<file path="config.mk">
export PLATFORM = sky130hd
export DESIGN_NAME = pc_seq_unit_flat
export DESIGN_NICKNAME = d
export VERILOG_FILES = /design/src/rtl/pc_seq_unit_pkg.sv /design/src/rtl/pc_seq_unit_if.sv /design/src/rtl/pc_seq_unit_ras_stack.sv /design/src/rtl/pc_seq_unit.sv /design/src/flat_wrapper.sv
export SDC_FILE = /design/constraint.sdc
export NUM_CORES = 1
export LEC_CHECK = 0
export CAP_MARGIN = 5
export CORE_UTILIZATION = 48
export CTS_CLUSTER_DIAMETER = 100
export DETAILED_ROUTE_END_ITERATION = 10
export MAX_ROUTING_LAYER = met4
export PLACE_DENSITY_LB_ADDON = 0.3
export SYNTH_ARGS = -nofsm -noshare
export SYNTH_HDL_FRONTEND = slang
export SYNTH_SLANG_ARGS = --single-unit
</file>
<file path="constraint.sdc">
create_clock -name clk -period 2.3 [get_ports clk]
set_input_delay 0.46 -clock clk [delete_from_list [all_inputs] [get_ports clk]]
set_output_delay 0.46 -clock clk [all_outputs]
set_load 0.02 [all_outputs]
</file>
<file path="src/rtl/pc_seq_unit_pkg.sv">
// Shared definitions for the PC sequencer: next-pc select codes and a
// ceiling-log2 helper used to size stack pointers and counters.
package pc_pkg;
    typedef logic [2:0] sel_t;

    localparam sel_t SEL_HOLD = 3'd0;
    localparam sel_t SEL_SEQ  = 3'd1;
    localparam sel_t SEL_BR   = 3'd2;
    localparam sel_t SEL_JMP  = 3'd3;
    localparam sel_t SEL_CALL = 3'd4;
    localparam sel_t SEL_RET  = 3'd5;

    function automatic int clog2(input int v);
        int r;
        r = 0;
        while ((1 << r) < v) r++;
        return r;
    endfunction
endpackage

</file>
<file path="src/rtl/pc_seq_unit_if.sv">
// Fetch-side request/response bundle for pc_seq_unit.
interface pc_seq_unit_if #(parameter int N = 5);
    logic         stall;
    logic         branch_take;
    logic [N-1:0] branch_off;
    logic         jump;
    logic         call;
    logic         ret;
    logic [N-1:0] jump_addr;
    logic [N-1:0] pc;
    logic [N-1:0] pc_plus1;
    logic         ras_full;
    logic         ras_empty;
    logic         ras_err;

    modport master (
        output stall, branch_take, branch_off, jump, call, ret, jump_addr,
        input  pc, pc_plus1, ras_full, ras_empty, ras_err
    );
    modport slave (
        input  stall, branch_take, branch_off, jump, call, ret, jump_addr,
        output pc, pc_plus1, ras_full, ras_empty, ras_err
    );
endinterface

</file>
<file path="src/rtl/pc_seq_unit_ras_stack.sv">
// Circular return-address stack. A push when full overwrites the oldest entry;
// the caller guarantees push and pop are never asserted together.
module ras_stack import pc_pkg::*; #(
    parameter int N     = 5,
    parameter int DEPTH = 4
) (
    input  logic         clk,
    input  logic         rst_n,
    input  logic         push_i,
    input  logic         pop_i,
    input  logic [N-1:0] push_data_i,
    output logic [N-1:0] top_data_o,
    output logic         full_o,
    output logic         empty_o,
    output logic         overflow_o,
    output logic         underflow_o
);
    localparam int PW = (DEPTH > 1) ? clog2(DEPTH) : 1;
    localparam int CW = clog2(DEPTH + 1);

    logic [N-1:0]  mem_q [DEPTH];
    logic [PW-1:0] ptr_q, ptr_inc, ptr_dec;
    logic [CW-1:0] cnt_q;

    // ptr_q is the next free slot; once full it also marks the oldest entry.
    assign ptr_inc = (ptr_q == PW'(DEPTH - 1)) ? '0 : ptr_q + 1'b1;
    assign ptr_dec = (ptr_q == '0) ? PW'(DEPTH - 1) : ptr_q - 1'b1;

    assign top_data_o  = mem_q[ptr_dec];
    assign full_o      = (cnt_q == CW'(DEPTH));
    assign empty_o     = (cnt_q == '0);
    assign overflow_o  = push_i && full_o;
    assign underflow_o = pop_i && empty_o;

    always_ff @(posedge clk or negedge rst_n) begin
        if (!rst_n) begin
            ptr_q <= '0;
            cnt_q <= '0;
        end else if (push_i) begin
            ptr_q <= ptr_inc;
            if (!full_o) cnt_q <= cnt_q + 1'b1;
        end else if (pop_i && !empty_o) begin
            ptr_q <= ptr_dec;
            cnt_q <= cnt_q - 1'b1;
        end
    end

    always_ff @(posedge clk) begin
        if (push_i) mem_q[ptr_q] <= push_data_i;
    end
endmodule

</file>
<file path="src/rtl/pc_seq_unit.sv">
// Fetch-stage program counter: stride increment, relative branch, absolute
// jump and call/return through an internal return-address stack.
module pc_seq_unit import pc_pkg::*; #(
    parameter int N        = 5,
    parameter int STEP     = 1,
    parameter int DEPTH    = 4,
    parameter int RESET_PC = 0
) (
    input  logic          clk,
    input  logic          rst_n,
    pc_seq_unit_if.slave  bus
);
    logic [N-1:0] pc_q, pc_d, pc_plus1, top_data;
    logic         ras_err_q, ras_err_d;
    logic         push, pop, full, empty, ovf, unf;
    sel_t         sel;

    assign pc_plus1 = pc_q + N'(STEP);

    always_comb begin
        sel  = SEL_SEQ;
        push = 1'b0;
        pop  = 1'b0;
        if (bus.stall) begin
            sel = SEL_HOLD;
        end else if (bus.call && bus.ret) begin
            sel = SEL_SEQ;
        end else if (bus.ret) begin
            pop = 1'b1;
            sel = empty ? SEL_SEQ : SEL_RET;
        end else if (bus.call) begin
            push = 1'b1;
            sel  = SEL_CALL;
        end else if (bus.jump) begin
            sel = SEL_JMP;
        end else if (bus.branch_take) begin
            sel = SEL_BR;
        end
    end

    always_comb begin
        pc_d = pc_plus1;
        case (sel)
            SEL_HOLD: pc_d = pc_q;
            SEL_BR:   pc_d = pc_q + bus.branch_off;
            SEL_JMP,
            SEL_CALL: pc_d = bus.jump_addr;
            SEL_RET:  pc_d = top_data;
            default:  pc_d = pc_plus1;
        endcase
    end

    assign ras_err_d = !bus.stall && ((bus.call && bus.ret) || ovf || unf);

    always_ff @(posedge clk or negedge rst_n) begin
        if (!rst_n) begin
            pc_q      <= N'(RESET_PC);
            ras_err_q <= 1'b0;
        end else begin
            pc_q      <= pc_d;
            ras_err_q <= ras_err_d;
        end
    end

    ras_stack #(.N(N), .DEPTH(DEPTH)) u_ras (
        .clk         (clk),
        .rst_n       (rst_n),
        .push_i      (push),
        .pop_i       (pop),
        .push_data_i (pc_plus1),
        .top_data_o  (top_data),
        .full_o      (full),
        .empty_o     (empty),
        .overflow_o  (ovf),
        .underflow_o (unf)
    );

    assign bus.pc        = pc_q;
    assign bus.pc_plus1  = pc_plus1;
    assign bus.ras_full  = full;
    assign bus.ras_empty = empty;
    assign bus.ras_err   = ras_err_q;
endmodule

</file>
<file path="src/flat_wrapper.sv">
// flat-port wrapper written by rule: the top's interface ports become plain ports
module pc_seq_unit_flat import pc_pkg::*;
#(
    parameter int N        = 5,
    parameter int STEP     = 1,
    parameter int DEPTH    = 4,
    parameter int RESET_PC = 0
)
  (clk, rst_n, bus_stall, bus_branch_take, bus_branch_off, bus_jump, bus_call, bus_ret, bus_jump_addr, bus_pc, bus_pc_plus1, bus_ras_full, bus_ras_empty, bus_ras_err);
  pc_seq_unit_if #(.N(N)) bus_i ();
  input  logic clk;
  input  logic rst_n;
  input wire logic [$bits(bus_i.stall)-1:0] bus_stall;
  input wire logic [$bits(bus_i.branch_take)-1:0] bus_branch_take;
  input wire logic [$bits(bus_i.branch_off)-1:0] bus_branch_off;
  input wire logic [$bits(bus_i.jump)-1:0] bus_jump;
  input wire logic [$bits(bus_i.call)-1:0] bus_call;
  input wire logic [$bits(bus_i.ret)-1:0] bus_ret;
  input wire logic [$bits(bus_i.jump_addr)-1:0] bus_jump_addr;
  output wire logic [$bits(bus_i.pc)-1:0] bus_pc;
  output wire logic [$bits(bus_i.pc_plus1)-1:0] bus_pc_plus1;
  output wire logic [$bits(bus_i.ras_full)-1:0] bus_ras_full;
  output wire logic [$bits(bus_i.ras_empty)-1:0] bus_ras_empty;
  output wire logic [$bits(bus_i.ras_err)-1:0] bus_ras_err;
  assign bus_i.stall = bus_stall;
  assign bus_i.branch_take = bus_branch_take;
  assign bus_i.branch_off = bus_branch_off;
  assign bus_i.jump = bus_jump;
  assign bus_i.call = bus_call;
  assign bus_i.ret = bus_ret;
  assign bus_i.jump_addr = bus_jump_addr;
  assign bus_pc = bus_i.pc;
  assign bus_pc_plus1 = bus_i.pc_plus1;
  assign bus_ras_full = bus_i.ras_full;
  assign bus_ras_empty = bus_i.ras_empty;
  assign bus_ras_err = bus_i.ras_err;
  pc_seq_unit #(.N(N), .STEP(STEP), .DEPTH(DEPTH), .RESET_PC(RESET_PC)) u_core (.clk(clk), .rst_n(rst_n), .bus(bus_i));
endmodule
</file>
# ---- Yosys cells after proc, flatten, opt, wreduce, memory -nomap -nowiden
# Memories as Yosys holds them, arrays and structs flattened.
# Index checks and enable logic that the tools add are counted.
dict set report totals {
  ramBits 20
  output_inout_bits 13
  word_cells 57
  reg_bits 11
  n_memories 1
  input_bits 17
}
dict set report op_classes {
  reduce_logical 15
  n_mux 24
  n_addsub 6
  eq_ne 7
}
# memory words word_bits read_ports rd_clocked_by_memory_dff write_ports line_no
set mem_list {}
lappend mem_list {u_core.u_ras.mem_q 4 5 1 0 1 pc_seq_unit_ras_stack.sv:21} ;# logic [N-1:0] mem_q [DEPTH];
# cell count
set op_table {}
lappend op_table {{3-bit two-way mux} 9}
lappend op_table {{5-bit one-hot mux with 4 select lines} 1}
lappend op_table {{2-bit two-way mux} 5}
lappend op_table {{3-bit == test, second input constant} 3}
lappend op_table {{1-bit two-way mux} 9}
lappend op_table {{3-bit by 2-bit == test with 1-bit output, second input constant} 2}
lappend op_table {{3-bit zero test} 2}
lappend op_table {{5-bit by 1-bit adder with 5-bit output, second input constant} 1}
lappend op_table {{5-bit adder} 1}
lappend op_table {{1-bit logical AND} 5}
lappend op_table {{3-bit by 1-bit adder with 3-bit output, second input constant} 1}
lappend op_table {{3-bit by 1-bit subtractor with 3-bit output, second input constant} 1}
lappend op_table {{2-bit by 1-bit adder with 2-bit output, second input constant} 1}
lappend op_table {{2-bit == test, second input constant} 1}
lappend op_table {{1-bit zero test} 2}
lappend op_table {{2-bit zero test} 1}
lappend op_table {{1-bit logical OR} 2}
lappend op_table {{2-bit != test, second input constant} 1}
lappend op_table {{2-bit AND reduction} 1}
lappend op_table {{2-bit nonzero test} 1}
lappend op_table {{2-bit OR reduction} 1}
lappend op_table {{2-bit by 1-bit subtractor with 2-bit output, second input constant} 1}

# ---- Logic depth before layout (Yosys ltp)
dict set report depth {
  ltp_word 9
  ltp_mapped 8
  depth_no_buf 7
}

# ---- By module
# Synthesis repeated with hierarchy kept, for this count alone.
dict set report hier_totals {
  hier_cells 133
  hier_area_um2 1741.7
}
# mod n_inst seq_area_each_um2 area_each_um2 cells_each
set by_module_without_submodules {}
lappend by_module_without_submodules {ras_stack 1 725.7 1141.1 70}
lappend by_module_without_submodules {pc_seq_unit 1 150.1 600.6 63}

# ---- Least setup slack after synthesis
# Ideal clock, no wire load.
dict set report synth_timing {
  kind {input -> register}
  startpoint {input bus_ret}
  endpoint {register u_core.u_ras.cnt_q[2]}
  slack_ps 159
  arrival_ps 2018
  t_required_ps 2177
  path_buffers 1
  setup_time_ps 123
  stages 8
  cell_sequence {buf_2 -> nor2_1 -> and2_0 -> inv_1 -> fa_1 -> xnor2_1 -> nand2_1 -> xnor2_1}
}
dict set report synth_via {
  elab_chain_cells 6
  elab_cells_between_ends 12
  cone_classes {eq/ne (1); mux (7); reduce/logical (4)}
}
# item line_no
set synth_rtl {}
lappend synth_rtl {{start, declared} flat_wrapper.sv:18} ;# input wire logic [$bits(bus_i.ret)-1:0] bus_ret;
lappend synth_rtl {{1-bit two-way mux / 1-bit logical AND (equally long branches)} {pc_seq_unit.sv:28, pc_seq_unit.sv:26}}
lappend synth_rtl {{1-bit two-way mux} pc_seq_unit.sv:26} ;# end else if (bus.call && bus.ret) begin
lappend synth_rtl {{1-bit two-way mux} pc_seq_unit.sv:24} ;# if (bus.stall) begin
lappend synth_rtl {{1-bit logical AND} pc_seq_unit_ras_stack.sv:42} ;# end else if (pop_i && !empty_o) begin
lappend synth_rtl {{2-bit nonzero test (no source line)} -}
lappend synth_rtl {{2-bit AND reduction (no source line)} -}
lappend synth_rtl {{end signal, assigned} pc_seq_unit_ras_stack.sv:41} ;# if (!full_o) cnt_q <= cnt_q + 1'b1;
lappend synth_rtl {{end signal, assigned} pc_seq_unit_ras_stack.sv:44} ;# cnt_q <= cnt_q - 1'b1;
lappend synth_rtl {{end, declared} pc_seq_unit_ras_stack.sv:23} ;# logic [CW-1:0] cnt_q;
# Several ways; a longest one is shown, not always the timed one.
# A chain may end at the register's enable or synchronous reset.

# ---- Final worst setup path
dict set report layout_timing {
  startpoint {register u_core.pc_q[0], in the netlist u_core.bus.pc[0]}
  endpoint {output bus_pc_plus1[1]}
}
dict set report layout_via {
  elab_chain_cells 1
}
# item line_no
set layout_rtl {}
lappend layout_rtl {{start, declared} pc_seq_unit.sv:13} ;# logic [N-1:0] pc_q, pc_d, pc_plus1, top_data;
lappend layout_rtl {{start signal, assigned} pc_seq_unit.sv:57} ;# pc_q <= N'(RESET_PC);
lappend layout_rtl {{start signal, assigned} pc_seq_unit.sv:60} ;# pc_q <= pc_d;
lappend layout_rtl {{5-bit by 1-bit adder with 5-bit output} pc_seq_unit.sv:18} ;# assign pc_plus1 = pc_q + N'(STEP);
lappend layout_rtl {{end, declared} flat_wrapper.sv:21} ;# output wire logic [$bits(bus_i.pc_plus1)-1:0] bus_pc_plus1;
# No other way between the ends.

==> metrics.md <==
| Metric | Value |
|---|---|
| Antenna Nets Post-Route | `0` |
| Worst hold path type | `in2async` |
| Comb pwr share | `0.515` |
| Per-cell routed wire length | `16.6 um` |
| Cell with the biggest individual delay on the critical path | `sky130_fd_sc_hd__clkdlybuf4s50_1` |
| TritonCTS clock tree | `built` |
| Post-detailed-placement cell area | `2160 um2` |
| Number of ports placed on the die boundary | `30` |
| Aggregate global-route resource usage | `0.235` |
| Tmin final | `2.20 ns` |
| Clock-pin slew of the registers on the worst-case setup and hold paths | `0.10 ns` |
| Number of synthesized flops with an enable pin | `20` |
| Worst reg2reg setup slack | `0.15 ns` |
| Share of the clock period used by the worst path | `0.955` |
| First-pass GRT wire length | `5910 um` |
| Launching point of the worst reg2reg path | `u_core.u_ras.ptr_q[0]$_DFFE_PN0P_` |
| Half-perimeter wire length of the detailed placement result | `2910 um` |
| Sinks on Clock Net | `31` |
| Post-Synthesis Mean Instance Area | `12.7 um2` |
| Number of iterations in the first detailed-routing pass | `6` |
| Total Neg Setup Slack | `0 ns` |
| Via count | `1,290` |
| Share of layout cells above drive strength 1 | `0.178` |
| Area overhead of the layout relative to synthesis | `31.0%` |
| WP buf/inv | `1` |
| Largest delay share family, worst path | `buffers and inverters` |
| Number of port buffers | `29` |
| Tightest slew margin relative to the limit | `0.643` |
| Wirelength, routed | `3840 um` |
| Nature of the critical path startpoint | `flop` |
| Number of global-route vias before repair | `1,241` |
| Worst reg2reg endpoint | `u_core.bus.pc[4]$_DFFE_PN0P_` |
| Vertical extent of the die | `61.7 um` |
| Most common library cell in the layout ignoring fill and taps | `sky130_fd_sc_hd__clkdlybuf4s50_1` |
| Endpoint type of the worst setup path | `primary output` |
| Max Clock Freq | `455 MHz` |
| Path depth of the worst reg2reg path | `7` |
| Final net count | `212` |
| Fraction of the yosys area taken by sequential cells | `0.513` |
| Measured slew at the worst slew-check pin | `0.534 ns` |
| Final standard cell utilization of the core | `0.665` |
| Top fanout value on the critical path | `6` |
| Top library cells by usage in the layout, fill and taps aside | `sky130_fd_sc_hd__clkdlybuf4s50_1, sky130_fd_sc_hd__edfxtp_1, sky130_fd_sc_hd__buf_4, sky130_fd_sc_hd__dfrtp_1, sky130_fd_sc_hd__ha_1` |
| Switch Pwr | `924 uW` |
| Final Max Slew Viols | `0` |
| Setup Viol. Count Final | `0` |
| Worst clock skew | `0.0107 ns` |
| Core area | `3360 um2` |
| Met3 Routed Length | `170 um` |
| Leakage dissipation | `0.895 nW` |
| Post-synthesis instance area | `1710 um2` |
| Post-place setup slack | `-0.129 ns` |
| H-tree levels | `2` |
| Number of buffers created by CTS | `5` |
| PwrDens | `1080 nW/um2` |
| Yosys reg bits | `31` |
| Number of nets produced by synthesis | `162` |
| Number of cells produced by synthesis | `134` |
| Count of max-cap constraint violations | `0` |
| Leftover overflow at the end of global routing | `0` |
| Routability cong. | `0.804` |
| Library cell used as clock root buffer | `sky130_fd_sc_hd__clkbuf_4` |
| Result of the run | `finished, final reports clean` |
| Top routing layer in use | `met4` |
| Crit path largest cell delay | `0.64 ns` |
| Die area | `3800 um2` |
| Synth cell types | `41` |
| M1 WL | `1640 um` |
| Synth Flop Type | `sky130_fd_sc_hd__edfxtp_1` |
| Warning count from the yosys run | `0` |
| Critical Path RT | `1.84 ns` |
| Net switching fraction of the power | `0.382` |
| Cell Int Power | `1.49 mW` |
| Post-route standard cell area excluding fillers | `2240 um2` |
| Rows | `21` |
| Share of async-settable or async-resettable flops after synthesis | `0.355` |
| Ant diodes | `0` |
| Worst setup slack after layout | `0.104 ns` |
| Number of antenna violations at the first check in global routing | `0` |
| Hold buffer count at CTS | `0` |
| Per-cell via count in the routed design | `5.58` |
| Max Buffers Root-to-Sink | `2` |
| Clock group share of total power | `0.120` |
| X dimension of the die | `61.7 um` |
| DRC violations left | `0` |
| Power share of the sequential group | `0.365` |
| CP arrival | `1.74 ns` |
| Setup repair after global routing missed its margin | `false` |
| Worst-skew pair later-pin latency | `0.32 ns` |
| Effective utilization at floorplan | `0.508` |
| Number of DRC markers after the initial detailed-route iteration | `54` |
| Cells along the critical path | `ha_1, clkdlybuf4s50_1` |
| Metal2 WL | `1940 um` |
| Peak supply drop | `0.000658 V` |
| Maximum number of pins on one net before global-route repair | `18` |
| Number of hold violations in the final report | `0` |
| Worst hold slack after final layout | `0.474 ns` |
| Type of the worst setup path | `reg2out` |
[synthesized netlist by cell type (2+ instances only)]
cell type | instances | share of area
sky130_fd_sc_hd__clkbuf_1 | 3 | 0.0066
sky130_fd_sc_hd__dfrtp_1 | 11 | 0.16
sky130_fd_sc_hd__a21oi_1 | 7 | 0.021
sky130_fd_sc_hd__nor2_1 | 5 | 0.011
sky130_fd_sc_hd__inv_1 | 6 | 0.013
sky130_fd_sc_hd__o22a_1 | 2 | 0.010
sky130_fd_sc_hd__mux4_2 | 3 | 0.040
sky130_fd_sc_hd__nor3_1 | 5 | 0.015
sky130_fd_sc_hd__edfxtp_1 | 20 | 0.35
sky130_fd_sc_hd__a221oi_1 | 3 | 0.015
sky130_fd_sc_hd__a21o_1 | 2 | 0.0088
sky130_fd_sc_hd__and3_1 | 4 | 0.015
sky130_fd_sc_hd__fa_1 | 2 | 0.023
sky130_fd_sc_hd__mux4_1 | 2 | 0.031
sky130_fd_sc_hd__nand3_1 | 4 | 0.012
sky130_fd_sc_hd__ha_1 | 9 | 0.066
sky130_fd_sc_hd__xnor2_1 | 6 | 0.031
sky130_fd_sc_hd__nand4_1 | 3 | 0.011
sky130_fd_sc_hd__nand2_1 | 6 | 0.013
sky130_fd_sc_hd__o21ai_0 | 5 | 0.015
sky130_fd_sc_hd__nand2b_1 | 3 | 0.011
sky130_fd_sc_hd__xor2_1 | 4 | 0.021
[worst reg2reg max path: stages, from the launching register on]
cell                      delay, ns
sky130_fd_sc_hd__dfrtp_1       0.41
sky130_fd_sc_hd__inv_1         0.09
sky130_fd_sc_hd__ha_1          0.26
sky130_fd_sc_hd__nor2b_4       0.14
sky130_fd_sc_hd__mux4_2        0.51
sky130_fd_sc_hd__a221o_1       0.38
sky130_fd_sc_hd__a41oi_2       0.16
sky130_fd_sc_hd__o31ai_1       0.09
[stage by stage]
| stage | total power, mW | cells |
|---|---|---|
| after floorplan | 1.62 | 134 |
| after global placement | 2.06 | 221 |
| after detailed placement | 2.11 | 221 |
| after CTS | 2.41 | 229 |
| after global routing | 2.58 | 231 |
| final | 2.42 | 231 |
[cell type report]
cell class	count	area, um2
Inverter	6	22.5
Sequential cell	31	876
Timing Repair Buffer	48	432
Fill cell	286	1130
Tap cell	46	57.6
Multi-Input combinational cell	92	801
Clock inverter	2	7.51
Clock buffer	6	41.3
[logic make-up after synthesis]
| group | count (synthesis) | share of synthesized area |
|---|---|---|
| compound gates | 27 | 0.114 |
| fa+ha+maj | 11 | 0.0894 |
| xor+xnor | 10 | 0.0513 |
| buf+inv | 11 | 0.0293 |
| mux | 6 | 0.0769 |
| flops | 31 | 0.513 |
| simple gates | 38 | 0.127 |
[flip-flops by register name (all words and copies together), names as in the netlist]
signal,cells
u_core.u_ras.cnt_q,3
u_core.u_ras.ptr_q,2
u_core.bus.ras_err,1
u_core.u_ras.mem_q,20
u_core.bus.pc,5
[repair_timing]
item,4_1_cts,5_1_grt
setup endpoints to repair,5,4
gates resized for setup,7,2
buffers inserted,0,2
[power groups by stage]
stage	Combinational [mW]	Clock (mW)	Sequential, mW
2_1_floorplan	0.713	0	0.908
3_3_place_gp	1.19	0	0.872
3_5_place_dp	1.23	0	0.882
4_1_cts	1.22	0.299	0.884
5_1_grt	1.35	0.329	0.899
6_report	1.25	0.291	0.881
[worst max path at each step]
| stage | from | end | slack [ns] | cells past startpoint |
|---|---|---|---|---|
| 6_report | u_core.bus.pc[0]$_DFFE_PN0P_ | bus_pc_plus1[1] | 0.10 | 2 |
| 5_1_grt | u_core.bus.pc[0]$_DFFE_PN0P_ | bus_pc_plus1[1] | 0.0006 | 2 |
| 4_1_cts | u_core.u_ras.cnt_q[0]$_DFFE_PN0P_ | bus_ras_full | 0.06 | 2 |
| 3_5_place_dp | bus_branch_off[0] | u_core.bus.pc[4]$_DFFE_PN0P_ | -0.13 | 8 |
| 3_3_place_gp | bus_branch_off[0] | u_core.bus.pc[4]$_DFFE_PN0P_ | -0.07 | 8 |
| 2_1_floorplan | bus_ret | u_core.u_ras.cnt_q[2]$_DFFE_PN0P_ | 0.16 | 8 |
[per-layer routing]
| metal | GRT usage | vias to the layer above |
|---|---|---|
| met5 | - | - |
| met4 | 0.111 | 0 |
| met3 | 0.0441 | 12 |
| met2 | 0.392 | 37 |
| met1 | 0.273 | 626 |
| li1 | - | 615 |
Power figures use the tool's default switching activity.
